--- config.mk ---
export PLATFORM = sky130hd
export DESIGN_NAME = rpn_stack_engine_flat
export DESIGN_NICKNAME = d
export VERILOG_FILES = /design/src/rtl/rpn_pkg.sv /design/src/rtl/rpn_stack_engine_if.sv /design/src/rtl/rpn_alu.sv /design/src/rtl/rpn_stack_engine.sv /design/src/flat_wrapper.sv
export SDC_FILE = /design/constraint.sdc
export NUM_CORES = 1
export LEC_CHECK = 0
export ABC_AREA = 1
export BUFFER_PORTS_ARGS = -buffer_cell sky130_fd_sc_hd__buf_4
export CORE_MARGIN = 10
export CORE_UTILIZATION = 40
export CTS_BUF_LIST = sky130_fd_sc_hd__clkbuf_8
export DETAILED_ROUTE_END_ITERATION = 10
export SLEW_MARGIN = 20
export SYNTH_ARGS = -nofsm -noshare
export SYNTH_HDL_FRONTEND = slang
export SYNTH_SLANG_ARGS = --single-unit
--- constraint.sdc ---
create_clock -name CLK -period 3.9 [get_ports CLK]
set_input_delay 0.195 -clock CLK [delete_from_list [all_inputs] [get_ports CLK]]
set_output_delay 0.195 -clock CLK [all_outputs]
set_load 0.005 [all_outputs]
--- src/rtl/rpn_pkg.sv ---
// rpn_pkg: shared definitions for the RPN stack engine.
//   - opcode encodings carried in tok_data[2:0] of operator tokens
//   - FSM state encoding
//   - depth_w(): width of a counter able to hold 0..DEPTH
package rpn_pkg;

    localparam logic [2:0] OP_ADD  = 3'd0;
    localparam logic [2:0] OP_SUB  = 3'd1;
    localparam logic [2:0] OP_MUL  = 3'd2;
    localparam logic [2:0] OP_AND  = 3'd3;
    localparam logic [2:0] OP_OR   = 3'd4;
    localparam logic [2:0] OP_XOR  = 3'd5;
    localparam logic [2:0] OP_DROP = 3'd6;
    localparam logic [2:0] OP_DIV  = 3'd7;

    typedef enum logic [2:0] {
        S_IDLE,
        S_PUSH,
        S_POP1,
        S_POP2,
        S_EXEC,
        S_WRB
    } state_e;

    function automatic int depth_w(input int depth);
        return $clog2(depth + 1);
    endfunction

endpackage

--- src/rtl/rpn_stack_engine_if.sv ---
// rpn_stack_engine_if: token stream, result/status and stack-pin bundle.
//   tok_valid/tok_ready/tok_is_op/tok_data : token handshake (upstream -> engine)
//   res_valid/res_data/err/depth           : result strobe and status (engine -> downstream)
//   stk_rReq/stk_wReq/stk_din              : stack requests (engine -> stack)
//   stk_dout/stk_Full/stk_Empty            : stack read data and status (stack -> engine)
// Modports: slave = engine side, master = environment (token source + stack).
interface rpn_stack_engine_if #(
    parameter int WL    = 8,
    parameter int DEPTH = 16
);
    localparam int DW = rpn_pkg::depth_w(DEPTH);

    logic          tok_valid;
    logic          tok_ready;
    logic          tok_is_op;
    logic [WL-1:0] tok_data;
    logic          res_valid;
    logic [WL-1:0] res_data;
    logic          err;
    logic [DW-1:0] depth;
    logic          stk_rReq;
    logic          stk_wReq;
    logic [WL-1:0] stk_din;
    logic [WL-1:0] stk_dout;
    logic          stk_Full;
    logic          stk_Empty;

    modport slave (
        input  tok_valid, tok_is_op, tok_data, stk_dout, stk_Full, stk_Empty,
        output tok_ready, res_valid, res_data, err, depth, stk_rReq, stk_wReq, stk_din
    );

    modport master (
        output tok_valid, tok_is_op, tok_data, stk_dout, stk_Full, stk_Empty,
        input  tok_ready, res_valid, res_data, err, depth, stk_rReq, stk_wReq, stk_din
    );

endinterface

--- src/rtl/rpn_alu.sv ---
// rpn_alu: combinational operator unit.
//   a_i   : second-popped operand (left side, "a" in "a b op")
//   b_i   : first-popped operand (right side)
//   op_i  : opcode
//   res_o : a op b, modulo 2^WL
//   dz_o  : divide by zero (only when built with RPN_DIV_EN)
// Optional macro RPN_DIV_EN enables opcode 7 as unsigned divide.
module rpn_alu
    import rpn_pkg::*;
#(
    parameter int WL = 8
) (
    input  logic [WL-1:0] a_i,
    input  logic [WL-1:0] b_i,
    input  logic [2:0]    op_i,
    output logic [WL-1:0] res_o,
    output logic          dz_o
);

    always_comb begin
        res_o = '0;
        dz_o  = 1'b0;
        case (op_i)
            OP_ADD: res_o = a_i + b_i;
            OP_SUB: res_o = a_i - b_i;
            OP_MUL: res_o = a_i * b_i;
            OP_AND: res_o = a_i & b_i;
            OP_OR:  res_o = a_i | b_i;
            OP_XOR: res_o = a_i ^ b_i;
`ifdef RPN_DIV_EN
            OP_DIV: begin
                // Divide by zero saturates to all-ones and is flagged.
                if (b_i == '0) begin
                    res_o = '1;
                    dz_o  = 1'b1;
                end else begin
                    res_o = a_i / b_i;
                end
            end
`endif
            default: res_o = '0;
        endcase
    end

endmodule

--- src/rtl/rpn_stack_engine.sv ---
// rpn_stack_engine: reverse-Polish token evaluator driving an external LIFO.
//   CLK  : clock, rising edge
//   RST  : asynchronous active-low reset
//   bus  : rpn_stack_engine_if.slave (token handshake, result strobe, err,
//          depth, stack push/pop pins)
// Optional macro RPN_DIV_EN: opcode 7 = unsigned divide; otherwise opcode 7
// is rejected at accept.
// The engine keeps its own depth count so illegal pushes/pops are filtered
// before reaching the stack; stk_Full/stk_Empty are only cross-checked.
module rpn_stack_engine
    import rpn_pkg::*;
#(
    parameter int WL    = 8,
    parameter int DEPTH = 16
) (
    input  logic               CLK,
    input  logic               RST,
    rpn_stack_engine_if.slave  bus
);

    localparam int            DW        = depth_w(DEPTH);
    localparam logic [DW-1:0] DEPTH_MAX = DW'(DEPTH);
    localparam logic [DW-1:0] TWO       = DW'(2);

    state_e        state_q, state_d;
    logic [DW-1:0] depth_q, depth_d;
    logic [WL-1:0] opnd_q,  opnd_d;
    logic [WL-1:0] b_q,     b_d;
    logic [WL-1:0] res_q,   res_d;
    logic [2:0]    op_q,    op_d;
    logic          rej_q,   rej_d;
    logic          dz_q,    dz_d;

    logic          accept;
    logic          legal;
    logic          chk_err;
    logic [WL-1:0] alu_res;
    logic          alu_dz;

    rpn_alu #(.WL(WL)) u_alu (
        .a_i   (bus.stk_dout),
        .b_i   (b_q),
        .op_i  (op_q),
        .res_o (alu_res),
        .dz_o  (alu_dz)
    );

    assign accept = bus.tok_valid && (state_q == S_IDLE);

    // Token legality from the engine's own occupancy count.
    always_comb begin
        legal = 1'b0;
        if (!bus.tok_is_op) begin
            legal = (depth_q < DEPTH_MAX);
        end else begin
            case (bus.tok_data[2:0])
                OP_DROP: legal = (depth_q != '0);
`ifndef RPN_DIV_EN
                OP_DIV:  legal = 1'b0;
`endif
                default: legal = (depth_q >= TWO);
            endcase
        end
    end

    always_comb begin
        state_d = state_q;
        depth_d = depth_q;
        opnd_d  = opnd_q;
        b_d     = b_q;
        res_d   = res_q;
        op_d    = op_q;
        rej_d   = 1'b0;
        dz_d    = dz_q;
        case (state_q)
            S_IDLE: begin
                if (accept) begin
                    if (!legal) begin
                        rej_d = 1'b1;
                    end else if (!bus.tok_is_op) begin
                        opnd_d  = bus.tok_data;
                        state_d = S_PUSH;
                    end else begin
                        op_d    = bus.tok_data[2:0];
                        state_d = S_POP1;
                    end
                end
            end
            S_PUSH: begin
                depth_d = depth_q + 1'b1;
                state_d = S_IDLE;
            end
            S_POP1: begin
                depth_d = depth_q - 1'b1;
                state_d = (op_q == OP_DROP) ? S_IDLE : S_POP2;
            end
            S_POP2: begin
                // stk_dout now holds the word popped in POP1 (top of stack).
                b_d     = bus.stk_dout;
                depth_d = depth_q - 1'b1;
                state_d = S_EXEC;
            end
            S_EXEC: begin
                res_d   = alu_res;
                dz_d    = alu_dz;
                state_d = S_WRB;
            end
            S_WRB: begin
                depth_d = depth_q + 1'b1;
                state_d = S_IDLE;
            end
            default: state_d = S_IDLE;
        endcase
    end

    always_ff @(posedge CLK or negedge RST) begin
        if (!RST) begin
            state_q <= S_IDLE;
            depth_q <= '0;
            opnd_q  <= '0;
            b_q     <= '0;
            res_q   <= '0;
            op_q    <= OP_ADD;
            rej_q   <= 1'b0;
            dz_q    <= 1'b0;
        end else begin
            state_q <= state_d;
            depth_q <= depth_d;
            opnd_q  <= opnd_d;
            b_q     <= b_d;
            res_q   <= res_d;
            op_q    <= op_d;
            rej_q   <= rej_d;
            dz_q    <= dz_d;
        end
    end

    // Stack status disagreeing with our own accounting is flagged but the
    // request still goes out.
    assign chk_err = (((state_q == S_POP1) || (state_q == S_POP2)) && bus.stk_Empty) ||
                     (((state_q == S_PUSH) || (state_q == S_WRB))  && bus.stk_Full);

    assign bus.tok_ready = (state_q == S_IDLE);
    assign bus.stk_wReq  = (state_q == S_PUSH) || (state_q == S_WRB);
    assign bus.stk_rReq  = (state_q == S_POP1) || (state_q == S_POP2);
    assign bus.stk_din   = (state_q == S_PUSH) ? opnd_q :
                           (state_q == S_WRB)  ? res_q  : '0;
    assign bus.res_valid = (state_q == S_WRB);
    assign bus.res_data  = res_q;
    assign bus.err       = rej_q || chk_err || ((state_q == S_WRB) && dz_q);
    assign bus.depth     = depth_q;

endmodule

--- src/flat_wrapper.sv ---
// flat-port wrapper written by rule: the top's interface ports become plain ports
module rpn_stack_engine_flat import rpn_pkg::*;
#(
    parameter int WL    = 8,
    parameter int DEPTH = 16
)
  (CLK, RST, bus_tok_valid, bus_tok_is_op, bus_tok_data, bus_stk_dout, bus_stk_Full, bus_stk_Empty, bus_tok_ready, bus_res_valid, bus_res_data, bus_err, bus_depth, bus_stk_rReq, bus_stk_wReq, bus_stk_din);
  rpn_stack_engine_if #(.WL(WL), .DEPTH(DEPTH)) bus_i ();
  input  logic CLK;
  input  logic RST;
  input wire logic [$bits(bus_i.tok_valid)-1:0] bus_tok_valid;
  input wire logic [$bits(bus_i.tok_is_op)-1:0] bus_tok_is_op;
  input wire logic [$bits(bus_i.tok_data)-1:0] bus_tok_data;
  input wire logic [$bits(bus_i.stk_dout)-1:0] bus_stk_dout;
  input wire logic [$bits(bus_i.stk_Full)-1:0] bus_stk_Full;
  input wire logic [$bits(bus_i.stk_Empty)-1:0] bus_stk_Empty;
  output wire logic [$bits(bus_i.tok_ready)-1:0] bus_tok_ready;
  output wire logic [$bits(bus_i.res_valid)-1:0] bus_res_valid;
  output wire logic [$bits(bus_i.res_data)-1:0] bus_res_data;
  output wire logic [$bits(bus_i.err)-1:0] bus_err;
  output wire logic [$bits(bus_i.depth)-1:0] bus_depth;
  output wire logic [$bits(bus_i.stk_rReq)-1:0] bus_stk_rReq;
  output wire logic [$bits(bus_i.stk_wReq)-1:0] bus_stk_wReq;
  output wire logic [$bits(bus_i.stk_din)-1:0] bus_stk_din;
  assign bus_i.tok_valid = bus_tok_valid;
  assign bus_i.tok_is_op = bus_tok_is_op;
  assign bus_i.tok_data = bus_tok_data;
  assign bus_i.stk_dout = bus_stk_dout;
  assign bus_i.stk_Full = bus_stk_Full;
  assign bus_i.stk_Empty = bus_stk_Empty;
  assign bus_tok_ready = bus_i.tok_ready;
  assign bus_res_valid = bus_i.res_valid;
  assign bus_res_data = bus_i.res_data;
  assign bus_err = bus_i.err;
  assign bus_depth = bus_i.depth;
  assign bus_stk_rReq = bus_i.stk_rReq;
  assign bus_stk_wReq = bus_i.stk_wReq;
  assign bus_stk_din = bus_i.stk_din;
  rpn_stack_engine #(.WL(WL), .DEPTH(DEPTH)) u_core (.CLK(CLK), .RST(RST), .bus(bus_i));
endmodule
==> results of run 1 <==
layer usage:
metal	global-route usage, %	vias up
met2	23.9	66
met4	4.28	0
met5	0	-
li1	-	1655
met1	20.5	1524
met3	2.67	9
synth_stat cells (2+ instances only):
cell,number,area share (%)
sky130_fd_sc_hd__nor2_4,2,0.60
sky130_fd_sc_hd__o21ai_1,3,0.40
sky130_fd_sc_hd__a31oi_1,2,0.33
sky130_fd_sc_hd__clkinv_1,2,0.20
sky130_fd_sc_hd__xor2_1,12,2.8
sky130_fd_sc_hd__ha_1,43,14
sky130_fd_sc_hd__dfrtp_1,36,24
sky130_fd_sc_hd__buf_4,3,0.60
sky130_fd_sc_hd__a21oi_1,15,2.0
sky130_fd_sc_hd__buf_2,2,0.27
sky130_fd_sc_hd__nand3_1,23,3.1
sky130_fd_sc_hd__a221oi_1,4,0.94
sky130_fd_sc_hd__nor2_1,18,1.8
sky130_fd_sc_hd__buf_6,2,0.60
sky130_fd_sc_hd__nor3_1,3,0.40
sky130_fd_sc_hd__nand2_1,122,12
sky130_fd_sc_hd__inv_1,96,9.6
sky130_fd_sc_hd__o211ai_1,2,0.40
sky130_fd_sc_hd__o2111ai_1,2,0.47
sky130_fd_sc_hd__clkbuf_1,2,0.20
sky130_fd_sc_hd__fa_1,14,7.5
sky130_fd_sc_hd__nor3_4,2,0.87
sky130_fd_sc_hd__nand3b_1,3,0.60
sky130_fd_sc_hd__xnor2_1,4,0.94
sky130_fd_sc_hd__o21ai_0,31,4.1
sky130_fd_sc_hd__mux2_4,7,2.8
sky130_fd_sc_hd__nand3_2,3,0.80
sky130_fd_sc_hd__inv_2,9,0.90
sky130_fd_sc_hd__nand2_2,9,1.5
sky130_fd_sc_hd__nor2_2,2,0.33
cell families (layout without fill, tap and decap cells):
| kind of cell | Yosys count | count (layout) | share of synthesized area (%) |
|---|---|---|---|
| AND/OR/NAND/NOR | 191 | 191 | 23.7 |
| buffers and inverters | 116 | 172 | 12.4 |
| AO/OA/AOI/OAI | 69 | 69 | 11.1 |
| adder cells (fa/ha/maj) | 57 | 57 | 21.9 |
| flip-flops | 36 | 36 | 24.1 |
| XOR/XNOR | 16 | 16 | 3.75 |
| multiplexers | 8 | 8 | 3.08 |
repair_timing:
| action | CTS | global route |
|---|---|---|
| hold buffers | 1 | 0 |
| setup buffers | 0 | 1 |
| setup endpoints to repair | 0 | 2 |
| endpoints found under the hold margin | 36 | 0 |
| resized for setup | 0 | 12 |
power breakdown:
part           leakage [nW]  internal, W  total (W)  switching, W
Sequential            0.437     0.000561   0.000777      0.000215
Clock                0.0593     0.000187   0.000332      0.000145
Combinational          1.97      0.00141    0.00332       0.00191
cell type report:
cell class	count	area, µm²	area share [%]
tap	111	139	3.15
sequential	36	903	20.5
clock buffer	5	68.8	1.56
clock inverter	3	38.8	0.878
inverter	107	402	9.10
timing repair buffer	57	434	9.83
multi-input combinational	341	2430	55.0
state kept, by name, summed over array words and instances, names as in the netlist:
register	count
u_core.bus.res_data	8
u_core.state_q	3
u_core.op_q	3
u_core.b_q	8
u_core.opnd_q	8
u_core.bus.depth	5
u_core.rej_q	1
cell usage in the layout (no fill, tap or decap), types with 3 or more instances in the layout:
master	instances
sky130_fd_sc_hd__ha_4	3
sky130_fd_sc_hd__nor2_1	18
sky130_fd_sc_hd__fa_1	12
sky130_fd_sc_hd__inv_2	9
sky130_fd_sc_hd__xnor2_1	4
sky130_fd_sc_hd__o21ai_1	3
sky130_fd_sc_hd__nand2_1	121
sky130_fd_sc_hd__ha_1	40
sky130_fd_sc_hd__inv_1	97
sky130_fd_sc_hd__dfrtp_1	34
sky130_fd_sc_hd__xor2_1	12
sky130_fd_sc_hd__nand3_2	3
sky130_fd_sc_hd__buf_4	55
sky130_fd_sc_hd__a221oi_1	4
sky130_fd_sc_hd__nand3_1	23
sky130_fd_sc_hd__mux2_4	7
sky130_fd_sc_hd__a21oi_1	14
sky130_fd_sc_hd__o21ai_0	31
sky130_fd_sc_hd__nor3_1	3
sky130_fd_sc_hd__nand2_2	10
sky130_fd_sc_hd__nand3b_1	3
sky130_fd_sc_hd__clkbuf_8	5
critical path: stages, from the launching register on:
cell and delay, ns:
sky130_fd_sc_hd__dfrtp_1 0.42, sky130_fd_sc_hd__buf_6 0.17, sky130_fd_sc_hd__nand2_1 0.08, sky130_fd_sc_hd__fa_1 0.42
sky130_fd_sc_hd__inv_1 0.09, sky130_fd_sc_hd__fa_1 0.39, sky130_fd_sc_hd__ha_1 0.29, sky130_fd_sc_hd__inv_1 0.05
sky130_fd_sc_hd__fa_1 0.53, sky130_fd_sc_hd__inv_1 0.04, sky130_fd_sc_hd__ha_1 0.34, sky130_fd_sc_hd__a21oi_2 0.17
sky130_fd_sc_hd__xor2_1 0.19, sky130_fd_sc_hd__o21ai_1 0.09, sky130_fd_sc_hd__o21bai_1 0.18, sky130_fd_sc_hd__nand2_1 0.06
sky130_fd_sc_hd__nand2_1 0.04
worst paths after layout:
| kind | endpoint | cells past startpoint | slack, ns |
|---|---|---|---|
| max | u_core.bus.res_data[6]$_DFFE_PN0P_ | 16 | 0.21 |
| min | u_core.opnd_q[7]$_DFFE_PN0P_ | 2 | 0.13 |
| max reg2reg | u_core.bus.res_data[6]$_DFFE_PN0P_ | 16 | 0.21 |
| min reg2reg | u_core.opnd_q[6]$_DFFE_PN0P_ | 1 | 0.51 |
| max in group asynchronous | u_core.b_q[2]$_DFFE_PN0N_ | 2 | 3.12 |
| min in group asynchronous | u_core.bus.depth[2]$_DFFE_PN0P_ | 2 | 0.41 |
through the flow:
step | setup WS (ns) | area (µm²) | hold slack [ns]
2_1_floorplan | 0.281 | 3740 | -0.101
3_3_place_gp | 0.195 | 4230 | 0.190
3_5_place_dp | 0.147 | 4230 | 0.192
4_1_cts | 0.125 | 4350 | 0.123
5_1_grt | -0.0104 | 4420 | 0.122
6_report | 0.215 | 4420 | 0.131
==> results.rst, run 1 <==
.. list-table::
   :header-rows: 1

   * - Metric
     - Value
   * - Antenna diodes
     - 0
   * - Final period demand of the worst path
     - around 3.7 ns
   * - Largest fanout on the critical path
     - 8
   * - Highest clock rate
     - roughly 270 MHz
   * - Height of the die
     - about 120 µm
   * - Cell leakage power
     - 2.46 nW
   * - Area growth, synth to finish
     - 18.1%
   * - DRT antenna net count
     - 0
   * - Highest metal used
     - met4
   * - Total GRT Usage
     - 15.1%
   * - Crit end category
     - flip-flop
   * - TritonCTS Buffers
     - 5
   * - Met1 wire length
     - 4760 µm
   * - DIE AREA
     - 13600 µm²
   * - IR Drop Worst-Case VDD
     - roughly 0.36 mV
   * - Run status
     - complete, no violations
   * - Largest net degree at the start of global routing
     - 37
   * - Power per standard cell area
     - 1000 nW/µm²
   * - Number of nets produced by synthesis
     - 572
   * - Arrival time of data at the critical path endpoint
     - 3.87 ns
   * - Fraction of layout instances using a drive strength above 1
     - around a fifth
   * - Most common flop cell mapped by yosys
     - sky130_fd_sc_hd__dfrtp_1
   * - Number of enable flip-flop cells after synthesis
     - 0
   * - Worst setup path category
     - flip-flop to flip-flop
   * - Clock sink count
     - 36
   * - Clock transition at path regs
     - 0.08 ns
   * - Setup TNS
     - 0 ns
   * - Net count reported at finish
     - approximately 630
   * - Detailed-route DRC error count
     - 0
   * - Routed length per placed instance
     - ~15 µm
   * - Clock latency on the worst-skew pair
     - just under 0.3 ns
   * - Weighted congestion at the end of routability-driven global placement
     - between 0.8 and 0.9
   * - R2r startpoint
     - u_core.b_q[4]$_DFFE_PN0N_
   * - Post-synthesis register bit count
     - 36
   * - Clock tree from TritonCTS
     - done
   * - Launch instance of the worst min-delay path
     - bus_tok_data[7]
   * - Number of antenna violations at the first check in global routing
     - 0
   * - Initial Util
     - 40.9%
   * - Final-layout fill cell count
     - around 900
   * - Required time at the worst-slack endpoint
     - about 4 ns
   * - Total met2 wirelength after detailed routing
     - about 4300 µm
   * - Synth warn
     - 0
   * - Count of pins on the block boundary
     - 48
   * - Part of the Yosys area used for sequential elements
     - approximately 24%
   * - Number of H-tree levels
     - 2
   * - CP startpoint kind
     - flip-flop
   * - Total Wirelength
     - just under 10000 µm
   * - Total power
     - around 0.0044 W
   * - Clock tree skew after final layout
     - around 0.0086 ns
   * - Overflow left after global routing
     - 0
   * - RSZ-0062 raised after global routing
     - true
   * - Max cap viols
     - 0
   * - Std-Cell Core Area
     - around 9200 µm²
   * - Library cells used by synthesis
     - 45
   * - CTS root buffer
     - sky130_fd_sc_hd__clkbuf_8
   * - Iteration-0 DRC count of the detailed router
     - between 150 and 200
   * - Instance count after placement with tap cells included
     - 650
   * - Routed length on met3
     - 534 µm
   * - Final HPWL DP
     - approximately 7800 µm
   * - Cell area after synthesis
     - roughly 3700 µm²
   * - Final cycle utilization of the critical path
     - 94.5%
   * - Startpoint of the worst setup timing path
     - u_core.b_q[4]$_DFFE_PN0N_
   * - Tightest slew margin relative to the limit
     - between 50% and 60%
   * - Vias in the first global route
     - about 3200
   * - Die X-Extent
     - between 100 and 150 µm
   * - Number of buffers on the longest clock path
     - 2
   * - Syn Inst Count
     - between 400 and 500
   * - Final count of pins violating max slew
     - 0
   * - First-pass GRT wire length
     - about 16000 µm
   * - Count of input and output buffers
     - 47
   * - Hold crit path type
     - primary input to flip-flop
   * - Mean area per synthesized cell
     - 7.59 µm²
   * - Final standard cell count with taps included and fillers excluded
     - 660
   * - Final design utilization
     - between 40% and 50%
   * - Hold Fails Final Rpt
     - 0
   * - FP Rows
     - 35
   * - Count of vias placed by the detailed router
     - 3254
   * - Share of flip-flops with an asynchronous set or reset after synthesis
     - 100%
   * - Slew at the pin with the worst max-slew slack
     - between 0.6 and 0.7 ns
   * - Vias per Instance
     - between 4 and 5
   * - Final setup fails
     - 0
   * - Detailed-router iteration count before antenna repair
     - 4
Note: power is estimated with default switching activity, not from simulation.
==> run 2: changes to the inputs <==
SETUP_SLACK_MARGIN = 0.5   (was default)
==> results.rst, run 2 (synthesis gave the netlist of run 1 again) <==
.. list-table::
   :header-rows: 1

   * - Metric
     - Value
   * - Run status
     - complete, no violations
   * - Clock tree from TritonCTS
     - done
   * - Arrival time of data at the critical path endpoint
     - 3.75 ns (-0.12 ns)
   * - Total Wirelength
     - 9620 µm (-1.0%)
   * - Final period demand of the worst path
     - 3.56 ns (-0.127 ns)
   * - Number of antenna violations at the first check in global routing
     - 0 (unchanged)
   * - Final count of pins violating max slew
     - 0 (unchanged)
   * - Clock tree skew after final layout
     - 0.00504 ns (-0.00359 ns)
   * - Height of the die
     - 117 µm (unchanged)
   * - Worst setup path end
     - u_core.bus.res_data[7]$_DFFE_PN0P_
   * - Overflow left after global routing
     - 0 (unchanged)
   * - DRT antenna net count
     - 0 (unchanged)
   * - R2r startpoint
     - u_core.b_q[3]$_DFFE_PN0N_
   * - Area taken by flip-flops and latches
     - 906 µm² (+0.28%)
   * - Commonest cells after routing, fill and taps aside
     - sky130_fd_sc_hd__nand2_1, sky130_fd_sc_hd__inv_1, sky130_fd_sc_hd__buf_4
   * - Final HPWL DP
     - 7530 µm (-3.3%)
   * - Detailed-route DRC error count
     - 0 (unchanged)
   * - Launch instance of the worst min-delay path
     - bus_tok_data[3]
   * - Net count reported at finish
     - 632 (+0.80%)
   * - TritonCTS Buffers
     - 5 (unchanged)
   * - Slew at the pin with the worst max-slew slack
     - 0.650 ns (+0.00143 ns)
   * - Iteration-0 DRC count of the detailed router
     - 181 (-0.55%)
   * - Initial Util
     - 40.9% (unchanged)
   * - Clock transition at path regs
     - 0.08 ns (about the same)
   * - Highest clock rate
     - 281 MHz (+3.6%)
   * - Weighted congestion at the end of routability-driven global placement
     - 0.878 (+3.7%)
   * - Largest fanout on the critical path
     - 6 (-2)
   * - Hold crit path type
     - primary input to flip-flop
   * - Number of buffers on the longest clock path
     - 2 (unchanged)
   * - Hold Fails Final Rpt
     - 0 (unchanged)
   * - First-pass GRT wire length
     - 16600 µm (+1.8%)
   * - Final-layout fill cell count
     - 913 (-0.33%)
   * - Required time at the worst-slack endpoint
     - 4.09 ns (about the same)
   * - CP startpoint kind
     - flip-flop
   * - Power per standard cell area
     - 1040 nW/µm² (+3.6%)
   * - Fraction of layout instances using a drive strength above 1
     - 25.6% (+5.2 points)
   * - Count of input and output buffers
     - 47 (unchanged)
   * - FP Rows
     - 35 (unchanged)
   * - Clock latency on the worst-skew pair
     - 0.29 ns (about the same)
   * - Leading cell type in the layout, fill and taps excluded
     - sky130_fd_sc_hd__nand2_1
   * - Antenna diodes
     - 0 (unchanged)
   * - Number of H-tree levels
     - 2 (unchanged)
   * - DIE AREA
     - 13600 µm² (unchanged)
   * - Final setup fails
     - 0 (unchanged)
   * - Startpoint of the worst setup timing path
     - u_core.b_q[3]$_DFFE_PN0N_
   * - Tightest slew margin relative to the limit
     - 56.5% (-0.096 points)
   * - Vias per Instance
     - 4.88 (-0.97%)
   * - Final design utilization
     - 49.7% (+1.4 points)
   * - Setup slack of the most critical reg-to-reg path
     - 0.34 ns (+0.13 ns)
   * - IR Drop Worst-Case VDD
     - 0.415 mV (+15%)
   * - Count of vias placed by the detailed router
     - 3247 (-0.22%)
   * - Crit end category
     - flip-flop
   * - Pre-CTS setup slack
     - 0.196 ns (+0.0494 ns)
   * - Detailed-router iteration count before antenna repair
     - 4 (unchanged)
   * - Setup TNS
     - 0 ns (unchanged)
   * - Clock sink count
     - 36 (unchanged)
   * - Area growth, synth to finish
     - 21.5%
   * - Endpoint of the most critical register-to-register path
     - u_core.bus.res_data[7]$_DFFE_PN0P_
   * - Die X-Extent
     - 117 µm (unchanged)
   * - Vias in the first global route
     - 3285 (+1.2%)
   * - Total GRT Usage
     - 15.0% (-0.056 points)
   * - Final cycle utilization of the critical path
     - 91.2% (-3.3 points)
   * - Worst setup path category
     - flip-flop to flip-flop
   * - Largest net degree at the start of global routing
     - 37 (unchanged)
   * - CTS root buffer
     - sky130_fd_sc_hd__clkbuf_8
   * - Fin worst setup slack
     - 0.342 ns (+0.127 ns)
   * - Routed length per placed instance
     - 14.5 µm (-1.8%)
   * - RSZ-0062 raised after global routing
     - true
   * - Length in cells of the worst reg-to-reg path
     - 17 (+1)
   * - Cell leakage power
     - 2.50 nW (+1.3%)
   * - Max cap viols
     - 0 (unchanged)
   * - Count of pins on the block boundary
     - 48 (unchanged)
   * - Multi-input gate area
     - 2520 µm² (+3.7%)
   * - Std-Cell Core Area
     - 9150 µm² (unchanged)
-- run 2: changes by cell type in the layout (fill, tap and decap cells not counted), sizes merged --
cell and change:
buf +5
-- run 2: how the worst min path moves through the flow --
stage,end,cells past startpoint
floorplan,u_core.b_q[0]$_DFFE_PN0N_,0
global placement,u_core.bus.depth[3]$_DFFE_PN0P_,1
detailed placement,u_core.bus.depth[2]$_DFFE_PN0P_,1
CTS,u_core.opnd_q[3]$_DFFE_PN0P_,2
global route,u_core.opnd_q[6]$_DFFE_PN0P_,2
finish,u_core.opnd_q[3]$_DFFE_PN0P_,2
-- run 2: cell type report --
type | instances | area share, %
clock buffers | 5 | 1.51
inverters | 107 | 8.84
multi-input cells | 341 | 55.4
flip-flops and latches | 36 | 19.9
well taps | 111 | 3.06
repair buffers | 62 | 10.4
clock inverters | 3 | 0.853
-- run 2: critical path: stages, from the launching register on --
cell and delay [ns]:
sky130_fd_sc_hd__dfrtp_2 0.43, sky130_fd_sc_hd__nand2_2 0.08, sky130_fd_sc_hd__fa_2 0.36, sky130_fd_sc_hd__fa_1 0.52, sky130_fd_sc_hd__inv_2 0.04, sky130_fd_sc_hd__fa_1 0.55, sky130_fd_sc_hd__inv_2 0.04, sky130_fd_sc_hd__fa_2 0.53
sky130_fd_sc_hd__inv_2 0.05, sky130_fd_sc_hd__ha_4 0.23, sky130_fd_sc_hd__nand2_2 0.06, sky130_fd_sc_hd__nand2_2 0.06, sky130_fd_sc_hd__a31oi_4 0.16, sky130_fd_sc_hd__nand2_1 0.08, sky130_fd_sc_hd__nand3_2 0.07, sky130_fd_sc_hd__nand3_2 0.06
sky130_fd_sc_hd__nand2_1 0.08, sky130_fd_sc_hd__nand2_1 0.04
-- run 2: metal layers --
metal	track usage [%]	routed length, µm	up-vias	part of all wire (%)
met5	0	0	-	0
met4	1.98	11	0	0.11
met3	2.57	461	2	4.8
met2	24.3	4280	53	44
met1	20.9	4870	1516	51
li1	-	-	1676	-
-- run 2: timing repair --
action / CTS / global route
setup endpoints to repair: 4 / 4
endpoints found under the hold margin: 36 / 0
pin swaps: 6 / 18
resized for setup: 15 / 19
setup buffers: 6 / 4
hold buffers: 1 / 0
-- run 2: per-stage QoR --
stage	cells	hold WS [ns]	power (W)	instance area (µm²)
floorplan	493	-0.101	0.00315	3780
global placement	646	0.199	0.00391	4240
detailed placement	646	0.205	0.00400	4240
CTS	661	0.127	0.00455	4450
global route	665	0.126	0.00531	4550
finish	665	0.136	0.00472	4550
-- run 2: report_power, final --
part / leakage (nW) / switching [W] / internal, W
clock network: 0.0593 / 0.000149 / 0.000187
logic: 2.00 / 0.00202 / 0.00157
registers: 0.435 / 0.000224 / 0.000563
